===== config.mk =====
export PLATFORM = sky130hd
export DESIGN_NAME = tile_sched
export DESIGN_NICKNAME = d
export VERILOG_FILES = /design/src/rtl/tile_sched_pkg.sv /design/src/rtl/tile_acc.sv /design/src/rtl/tile_sched.sv
export SDC_FILE = /design/constraint.sdc
export NUM_CORES = 1
export LEC_CHECK = 0
export CAP_MARGIN = 15
export CORE_UTILIZATION = 25
export DETAILED_ROUTE_END_ITERATION = 8
export SLEW_MARGIN = 20
export SYNTH_ARGS = -nofsm -noshare
export SYNTH_HDL_FRONTEND = slang
export SYNTH_SLANG_ARGS = --single-unit

===== constraint.sdc =====
create_clock -name clock -period 2.4 [get_ports clock]
set_input_delay 0.48 -clock clock [delete_from_list [all_inputs] [get_ports clock]]
set_output_delay 0.48 -clock clock [all_outputs]
set_load 0.01 [all_outputs]

===== src/rtl/tile_sched_pkg.sv =====
// tile_sched_pkg: FSM state encoding, default sizes and the index-width helper
// shared by tile_sched and tile_acc.
package tile_sched_pkg;

  typedef enum logic [2:0] {
    S_IDLE,
    S_ISSUE,
    S_WAIT,
    S_ACC,
    S_EMIT,
    S_DONE
  } state_t;

  localparam int DEF_MAT_R     = 4;
  localparam int DEF_OUT_BITS  = 4;
  localparam int DEF_ROW_TILES = 2;
  localparam int DEF_COL_TILES = 2;
  localparam int DEF_ACC_BITS  = 8;
  localparam int DEF_WAIT_CYC  = 2;

  // Index width; a single-entry range still gets one bit.
  function automatic int idx_w(input int n);
    return (n > 1) ? $clog2(n) : 1;
  endfunction

endpackage


===== src/rtl/tile_acc.sv =====
// tile_acc: MAT_R-lane load/accumulate register array with sign extension.
// TILE_SCHED_SAT_EN selects a saturating add; otherwise the add wraps.
module tile_acc
  import tile_sched_pkg::*;
#(
  parameter int MAT_R    = DEF_MAT_R,
  parameter int OUT_BITS = DEF_OUT_BITS,
  parameter int ACC_BITS = DEF_ACC_BITS
) (
  input  logic                               clock,
  input  logic                               reset,
  input  logic                               en,
  input  logic                               load,
  input  logic [MAT_R-1:0][OUT_BITS-1:0]     din,
  output logic [MAT_R-1:0][ACC_BITS-1:0]     acc,
  output logic [MAT_R-1:0]                   clamp
);

  for (genvar i = 0; i < MAT_R; i++) begin : g_lane
    logic [ACC_BITS-1:0] ext, nxt, q;

    assign ext = ACC_BITS'($signed(din[i]));

`ifdef TILE_SCHED_SAT_EN
    // One guard bit: overflow when the two top bits of the sum disagree.
    logic [ACC_BITS:0] sum;
    logic              ovf;
    assign sum      = {q[ACC_BITS-1], q} + {ext[ACC_BITS-1], ext};
    assign ovf      = sum[ACC_BITS] ^ sum[ACC_BITS-1];
    assign nxt      = ovf ? {sum[ACC_BITS], {(ACC_BITS-1){~sum[ACC_BITS]}}}
                          : sum[ACC_BITS-1:0];
    assign clamp[i] = en & ~load & ovf;
`else
    assign nxt      = q + ext;
    assign clamp[i] = 1'b0;
`endif

    always_ff @(posedge clock or posedge reset) begin
      if (reset)   q <= '0;
      else if (en) q <= load ? ext : nxt;
    end

    assign acc[i] = q;
  end

endmodule


===== src/rtl/tile_sched.sv =====
// tile_sched: walks ROW_TILES x COL_TILES tiles, accumulates engine output per
// row tile and emits result segments. Saturation: define TILE_SCHED_SAT_EN.
module tile_sched
  import tile_sched_pkg::*;
#(
  parameter int MAT_R     = DEF_MAT_R,
  parameter int OUT_BITS  = DEF_OUT_BITS,
  parameter int ROW_TILES = DEF_ROW_TILES,
  parameter int COL_TILES = DEF_COL_TILES,
  parameter int ACC_BITS  = DEF_ACC_BITS,
  parameter int WAIT_CYC  = DEF_WAIT_CYC
) (
  input  logic                               clock,
  input  logic                               reset,
  input  logic                               start,
  output logic                               busy,
  output logic                               done,
  output logic                               tile_rd_en,
  output logic [idx_w(ROW_TILES)-1:0]        tile_row,
  output logic [idx_w(COL_TILES)-1:0]        tile_col,
  input  logic [MAT_R-1:0][OUT_BITS-1:0]     eng_out,
  output logic                               res_valid,
  input  logic                               res_ready,
  output logic [idx_w(ROW_TILES)-1:0]        res_row,
  output logic [MAT_R-1:0][ACC_BITS-1:0]     res_data,
  output logic                               sat_flag
);

  localparam int RW = idx_w(ROW_TILES);
  localparam int CW = idx_w(COL_TILES);
  localparam int WW = idx_w(WAIT_CYC);
  localparam logic [RW-1:0] ROW_LAST  = RW'(ROW_TILES - 1);
  localparam logic [CW-1:0] COL_LAST  = CW'(COL_TILES - 1);
  localparam logic [WW-1:0] WAIT_INIT = WW'(WAIT_CYC - 1);

  state_t          state, state_nxt;
  logic [RW-1:0]   row;
  logic [CW-1:0]   col;
  logic [WW-1:0]   wcnt;
  logic [MAT_R-1:0] clamp;

  always_ff @(posedge clock or posedge reset) begin
    if (reset) state <= S_IDLE;
    else       state <= state_nxt;
  end

  always_comb begin
    state_nxt = state;
    case (state)
      S_IDLE:  if (start) state_nxt = S_ISSUE;
      S_ISSUE: state_nxt = S_WAIT;
      S_WAIT:  if (wcnt == '0) state_nxt = S_ACC;
      S_ACC:   state_nxt = (col == COL_LAST) ? S_EMIT : S_ISSUE;
      S_EMIT:  if (res_ready) state_nxt = (row == ROW_LAST) ? S_DONE : S_ISSUE;
      S_DONE:  state_nxt = S_IDLE;
      default: state_nxt = S_IDLE;
    endcase
  end

  always_comb begin
    busy       = (state != S_IDLE);
    done       = (state == S_DONE);
    tile_rd_en = (state == S_ISSUE);
    res_valid  = (state == S_EMIT);
  end

  // Indices only move on the way into ISSUE, so they double as the held fetch address.
  always_ff @(posedge clock or posedge reset) begin
    if (reset) begin
      row  <= '0;
      col  <= '0;
      wcnt <= '0;
    end else begin
      case (state)
        S_IDLE:  if (start) begin row <= '0; col <= '0; end
        S_ISSUE: wcnt <= WAIT_INIT;
        S_WAIT:  if (wcnt != '0) wcnt <= wcnt - 1'b1;
        S_ACC:   if (col != COL_LAST) col <= col + 1'b1;
        S_EMIT:  if (res_ready && row != ROW_LAST) begin
                   row <= row + 1'b1;
                   col <= '0;
                 end
        default: ;
      endcase
    end
  end

  always_ff @(posedge clock or posedge reset) begin
    if (reset)                        sat_flag <= 1'b0;
    else if (state == S_IDLE && start) sat_flag <= 1'b0;
    else if (|clamp)                  sat_flag <= 1'b1;
  end

  assign tile_row = row;
  assign tile_col = col;
  assign res_row  = row;

  tile_acc #(
    .MAT_R    (MAT_R),
    .OUT_BITS (OUT_BITS),
    .ACC_BITS (ACC_BITS)
  ) u_acc (
    .clock (clock),
    .reset (reset),
    .en    (state == S_ACC),
    .load  (col == '0),
    .din   (eng_out),
    .acc   (res_data),
    .clamp (clamp)
  );

endmodule


After elaboration in Yosys (flattened, before gate mapping)
Index checks and enable logic that the tools add are counted.
{"block": "op_classes", "magnitude_cmp": 0, "n_shift": 0, "eq_ne": 9, "addsub": 7, "bitwise_logic": 1, "reduce_logical": 9, "div_mod_pow": 0, "mux": 18, "n_mul": 0}
{"operator": "8-bit adder", "count": 4}
{"operator": "8-bit 2-to-1 mux", "count": 4}
{"operator": "3-bit 2-to-1 mux", "count": 5}
{"operator": "3-bit case mux with 5 select lines", "count": 1}
{"operator": "3-bit AND reduction", "count": 3}
{"operator": "3-bit by 2-bit == test with 1-bit output (second input constant)", "count": 2}
{"operator": "3-bit == test (second input constant)", "count": 2}
{"operator": "3-bit nonzero test", "count": 2}
{"operator": "1-bit 2-to-1 mux", "count": 5}
{"operator": "2-bit by 1-bit != test with 1-bit output (second input constant)", "count": 2}
{"operator": "2-bit != test (second input constant)", "count": 2}
{"operator": "1-bit case mux with 2 select lines", "count": 2}
{"operator": "2-bit nonzero test", "count": 2}
{"operator": "3-bit by 1-bit == test with 1-bit output (second input constant)", "count": 1}
{"operator": "3-bit logical NOT", "count": 1}
{"operator": "1-bit case mux with 3 select lines", "count": 1}
{"operator": "1-bit adder (second input constant)", "count": 2}
{"operator": "1-bit logical AND", "count": 1}
{"operator": "1-bit NOT", "count": 1}
{"operator": "1-bit subtractor (second input constant)", "count": 1}
{"block": "totals", "elab_cells": 52, "ff_bits": 38, "romBits": 0, "output_inout_bits": 40, "latch_bits": 0, "ram_bits": 0, "n_memories": 0, "in_bits": 20}

Depth between registers and ports, before layout
{"block": "depth", "word_depth": 4, "depth_mapped": 9, "ltp_nobuf": 9}

By module
From an unflattened synthesis, not the netlist that was laid out.
{"block": "unflattened", "hier_cells": 383, "area_unflattened_um2": 3244.4}
{"module": "tile_acc", "seq_area_each_um2": 800.8, "n_inst": 1, "cells_per_inst": 338, "area_each_um2": 2839.0}
{"module": "tile_sched", "seq_area_each_um2": 175.2, "n_inst": 1, "cells_per_inst": 45, "area_each_um2": 405.4}

Least setup slack after synthesis
No wires, ideal clock.
{"block": "synth_timing", "path_type": "in2reg", "start": "input port eng_out[4] (netlist name)", "end": "register u_acc.g_lane[1].q[6]", "setup_slack_ps": 499, "setup_time_ps": 68, "arrival_time_ps": 1832, "t_required_ps": 2332, "path_stages": 9, "path_buffers": 0, "cell_sequence": "ha_1 inv_1 fa_1 nor2b_1 nor3_1 o21bai_1 a21oi_1 mux2_2 nand3_1"}
{"block": "synth_via", "elab_chain_cells": 2}
{"element": "from (decl)", "line": "tile_sched.sv:21", "rtl": "input logic [MAT_R-1:0][OUT_BITS-1:0] eng_out,"}
{"element": "8-bit adder", "line": "tile_acc.sv:34", "rtl": "assign nxt = q + ext;"}
{"element": "8-bit 2-to-1 mux", "line": "tile_acc.sv:40", "rtl": "else if (en) q <= load ? ext : nxt;"}
{"element": "to (signal assigned)", "line": "tile_acc.sv:40"}
{"element": "to (decl)", "line": "tile_acc.sv:20", "rtl": "logic [ACC_BITS-1:0] ext, nxt, q;"}
No other way between the ends.
A chain may end at the register's enable or synchronous reset.

Worst setup path after layout
{"block": "layout_timing", "start": "input port eng_out[12] (netlist name)", "end": "register u_acc.g_lane[3].q[6]"}
{"block": "layout_via", "elab_chain_cells": 2}
{"element": "8-bit adder", "line": "tile_acc.sv:34"}
{"element": "8-bit 2-to-1 mux", "line": "tile_acc.sv:40"}
{"element": "to (signal assigned)", "line": "tile_acc.sv:40"}
{"element": "to (decl)", "line": "tile_acc.sv:20"}
No other way between the ends.

==> impl_metrics.ini <==
[grt]
grt_pass1_vias = 2865
overflow = 0
gr-usage-all-layers = 0.129
grt_max_degree = 31
use_met3 = 0.0234
grt_first_pass_wirelength_um = 13400
antenna_found_initial = 0
grt_use_met1 = 0.159
grt.busiest_layer = met2
met2_usage = 0.230

[critical_path]
critPathKind = primary input to flop
cp-start-kind = primary input
crit_fanout = 2
reg2reg_depth = 9
setup.worst_path.end_class = flop
r2r_end = u_acc.g_lane[3].q[6]
cp.arrival_ns = 2.52
r2r-start = u_acc.g_lane[3].q[0]
cp_cell_sequence = clkdlybuf4s50_1 > ha_1 > inv_1 > fa_1 > nor2b_1 > nor3_1 > o21bai_1 > a21oi_1 > mux2_2 > nand3_1
r2r_setup_slack_ns = 0.42
crit_required_ns = 2.62
max_stage_delay_ns = 0.49
slowest_stage = clkdlybuf4s50_1

[clock_network]
h-tree-depth = 2
tritoncts = yes
cts.sinks = 38
postCtsResizedCells = 0
clk_pin_slew_ns = 0.06
root_buffer = clkbuf_16
cts_buffer_depth = 2
cts_made_buffers = 5
clk_latency_ns = 0.29
cts_hold_buffers = 0
postCtsSetupBuffers = 0

[cells_and_area]
layout_commonest_cell = clkdlybuf4s50_1
n_antenna_cell = 0
layout-drive-gt1-share = 0.109
final_cell_mix = clkdlybuf4s50_1 (57), nand2_1 (46), o21ai_0 (41), dfrtp_1 (37), a21oi_1 (31)
fillerInstances = 1243
fin_nets = 493
area.growth.synth_to_final_pct = 35.8

[logic_synthesis]
syn-num-nets = 418
yosys.cell_types.count = 48
synth_flop_cell = dfrtp_1
yosys-top-cells-area = dfrtp_1 (31%), ha_1 (11%), o21ai_0 (6.6%)
ys_async_sr_fraction = 1.00
synth_area_um2 = 3110
yosysSeqAreaShare = 0.305
ys_warn_count = 0
avgSynthCellArea_um2 = 8.51
synth_top_area_cell = dfrtp_1
synth_cells = 366
ys_ff_latch = 38
synth_top_area_share = 0.305
synth_edf_count = 0

[placed_design]
numPortBuffers = 58
globalplace.congestion = 0.798
hpwlAfterDp_um = 5830

[timing]
drv_slew = 0
period_needed_ns = 2.31
worst_slew_pin_slew_ns = 0.691
hold_viol = 0
relSlewSlack = 0.539
rsz0062_at_grt = false
setup-tns-final_ns = 0
fin_crit_sh = 0.962
hold_ws_ns = 0.513
fin_worst_skew_ns = 0.00999
max_freq_mhz = 433
setup_viol = 0

[detailed_routing]
ant_nets = 0
finalWirelength_um = 7850
viasPerCell = 4.71
wl_per_cell_um = 12.9
vias = 2873
first_iter_violations = 67
drc = 0
drt_pass1_iterations = 4

[floorplan]
core_region_area_um2 = 12100
num_rows = 40
start_util = 0.258
dieWidth_um = 114
dieArea_um2 = 12900
die_h_um = 114
ios = 60

[status]
status = finished clean

[pwr]
power_density_nw_per_um2 = 1370
power.total_mw = 5.79
p_leak_nw = 1.85
ir_worst_vdd_v = 0.000558

[hold_path]
hold-path-cell-count = 2
hp-class = flop to flop
min_from = u_acc.g_lane[3].q[0]
worstHoldEndpoint = u_acc.g_lane[3].q[0]

[job]
drv_cap = 0
## cell type report
cell class              instances  area, um2  area share
clock buffers                   5        125      0.0296
repair buffers                 85        798       0.189
inverters                      17       63.8      0.0151
clock inverters                 3       68.8      0.0163
flip-flops and latches         38        952       0.225
well taps                     168        210      0.0497
multi-input cells             294       2010       0.475
## critical path, delay by kind of cell
| kind | cells | cell delay [ns] |
|---|---|---|
| AO/OA/AOI/OAI | 2 | 0.28 |
| adder cells (fa/ha/maj) | 2 | 0.59 |
| buffers and inverters | 2 | 0.55 |
| multiplexers | 1 | 0.27 |
| AND/OR/NAND/NOR | 3 | 0.37 |
## routing by layer
layer  vias to the layer above  wire length (um)
met2                        63              3850
met3                         9               286
met5                         -                 0
met4                         0                81
li1                       1454                 -
met1                      1347              3630
## cell families after synthesis
kind of cell             Yosys count  synth area share
AO/OA/AOI/OAI                    110             0.213
XOR/XNOR                          13            0.0366
adder cells (fa/ha/maj)           32             0.138
buffers and inverters             34            0.0498
flip-flops                        38             0.305
multiplexers                      21            0.0695
other                              1           0.00120
AND/OR/NAND/NOR                  117             0.186
## cells in the mapped netlist (6+ instances only)
master    count
nor2b_1      11
nand2_1      46
ha_1         28
o21bai_1      7
o21ai_0      41
inv_1        17
nand2b_1      8
dfrtp_1      38
nor3_1        7
xnor2_1      13
a21oi_1      31
buf_2         7
mux2i_1      16
nor2_1       15
clkbuf_1      6
nand3_1      13
## flip-flops by register name, indices dropped and copies added, names as in the netlist
name,count
state,3
tile_col,1
wcnt,1
res_row,1
u_acc.g_lane.q,32
## stage by stage
| stage | area, um2 | instances | setup WS, ns | util |
|---|---|---|---|---|
| CTS | 4220 | 610 | 0.124 | 0.350 |
| global route | 4230 | 610 | 0.0143 | 0.351 |
| detailed placement | 4030 | 602 | -0.137 | 0.334 |
| finish | 4230 | 610 | 0.0921 | 0.351 |
| global placement | 4030 | 602 | -0.0949 | 0.334 |
| floorplan | 3110 | 366 | 0.499 | - |
## where the power goes
part | switching, mW | leakage (nW) | total, mW | internal, mW
Sequential | 0.364 | 0.464 | 1.32 | 0.960
Combinational | 1.72 | 1.29 | 3.58 | 1.86
Clock | 0.285 | 0.0940 | 0.883 | 0.598
Total | 2.36 | 1.85 | 5.79 | 3.42
## how the worst max path moves through the flow
stage / from / endpoint / slack [ns]
2_1_floorplan: eng_out[4] / u_acc.g_lane[1].q[6] / 0.50
3_3_place_gp: eng_out[12] / u_acc.g_lane[3].q[6] / -0.09
3_5_place_dp: eng_out[12] / u_acc.g_lane[3].q[6] / -0.14
4_1_cts: eng_out[12] / u_acc.g_lane[3].q[6] / 0.12
5_1_grt: eng_out[12] / u_acc.g_lane[3].q[6] / 0.01
6_report: eng_out[12] / u_acc.g_lane[3].q[6] / 0.09
Power figures use the tool's default switching activity.
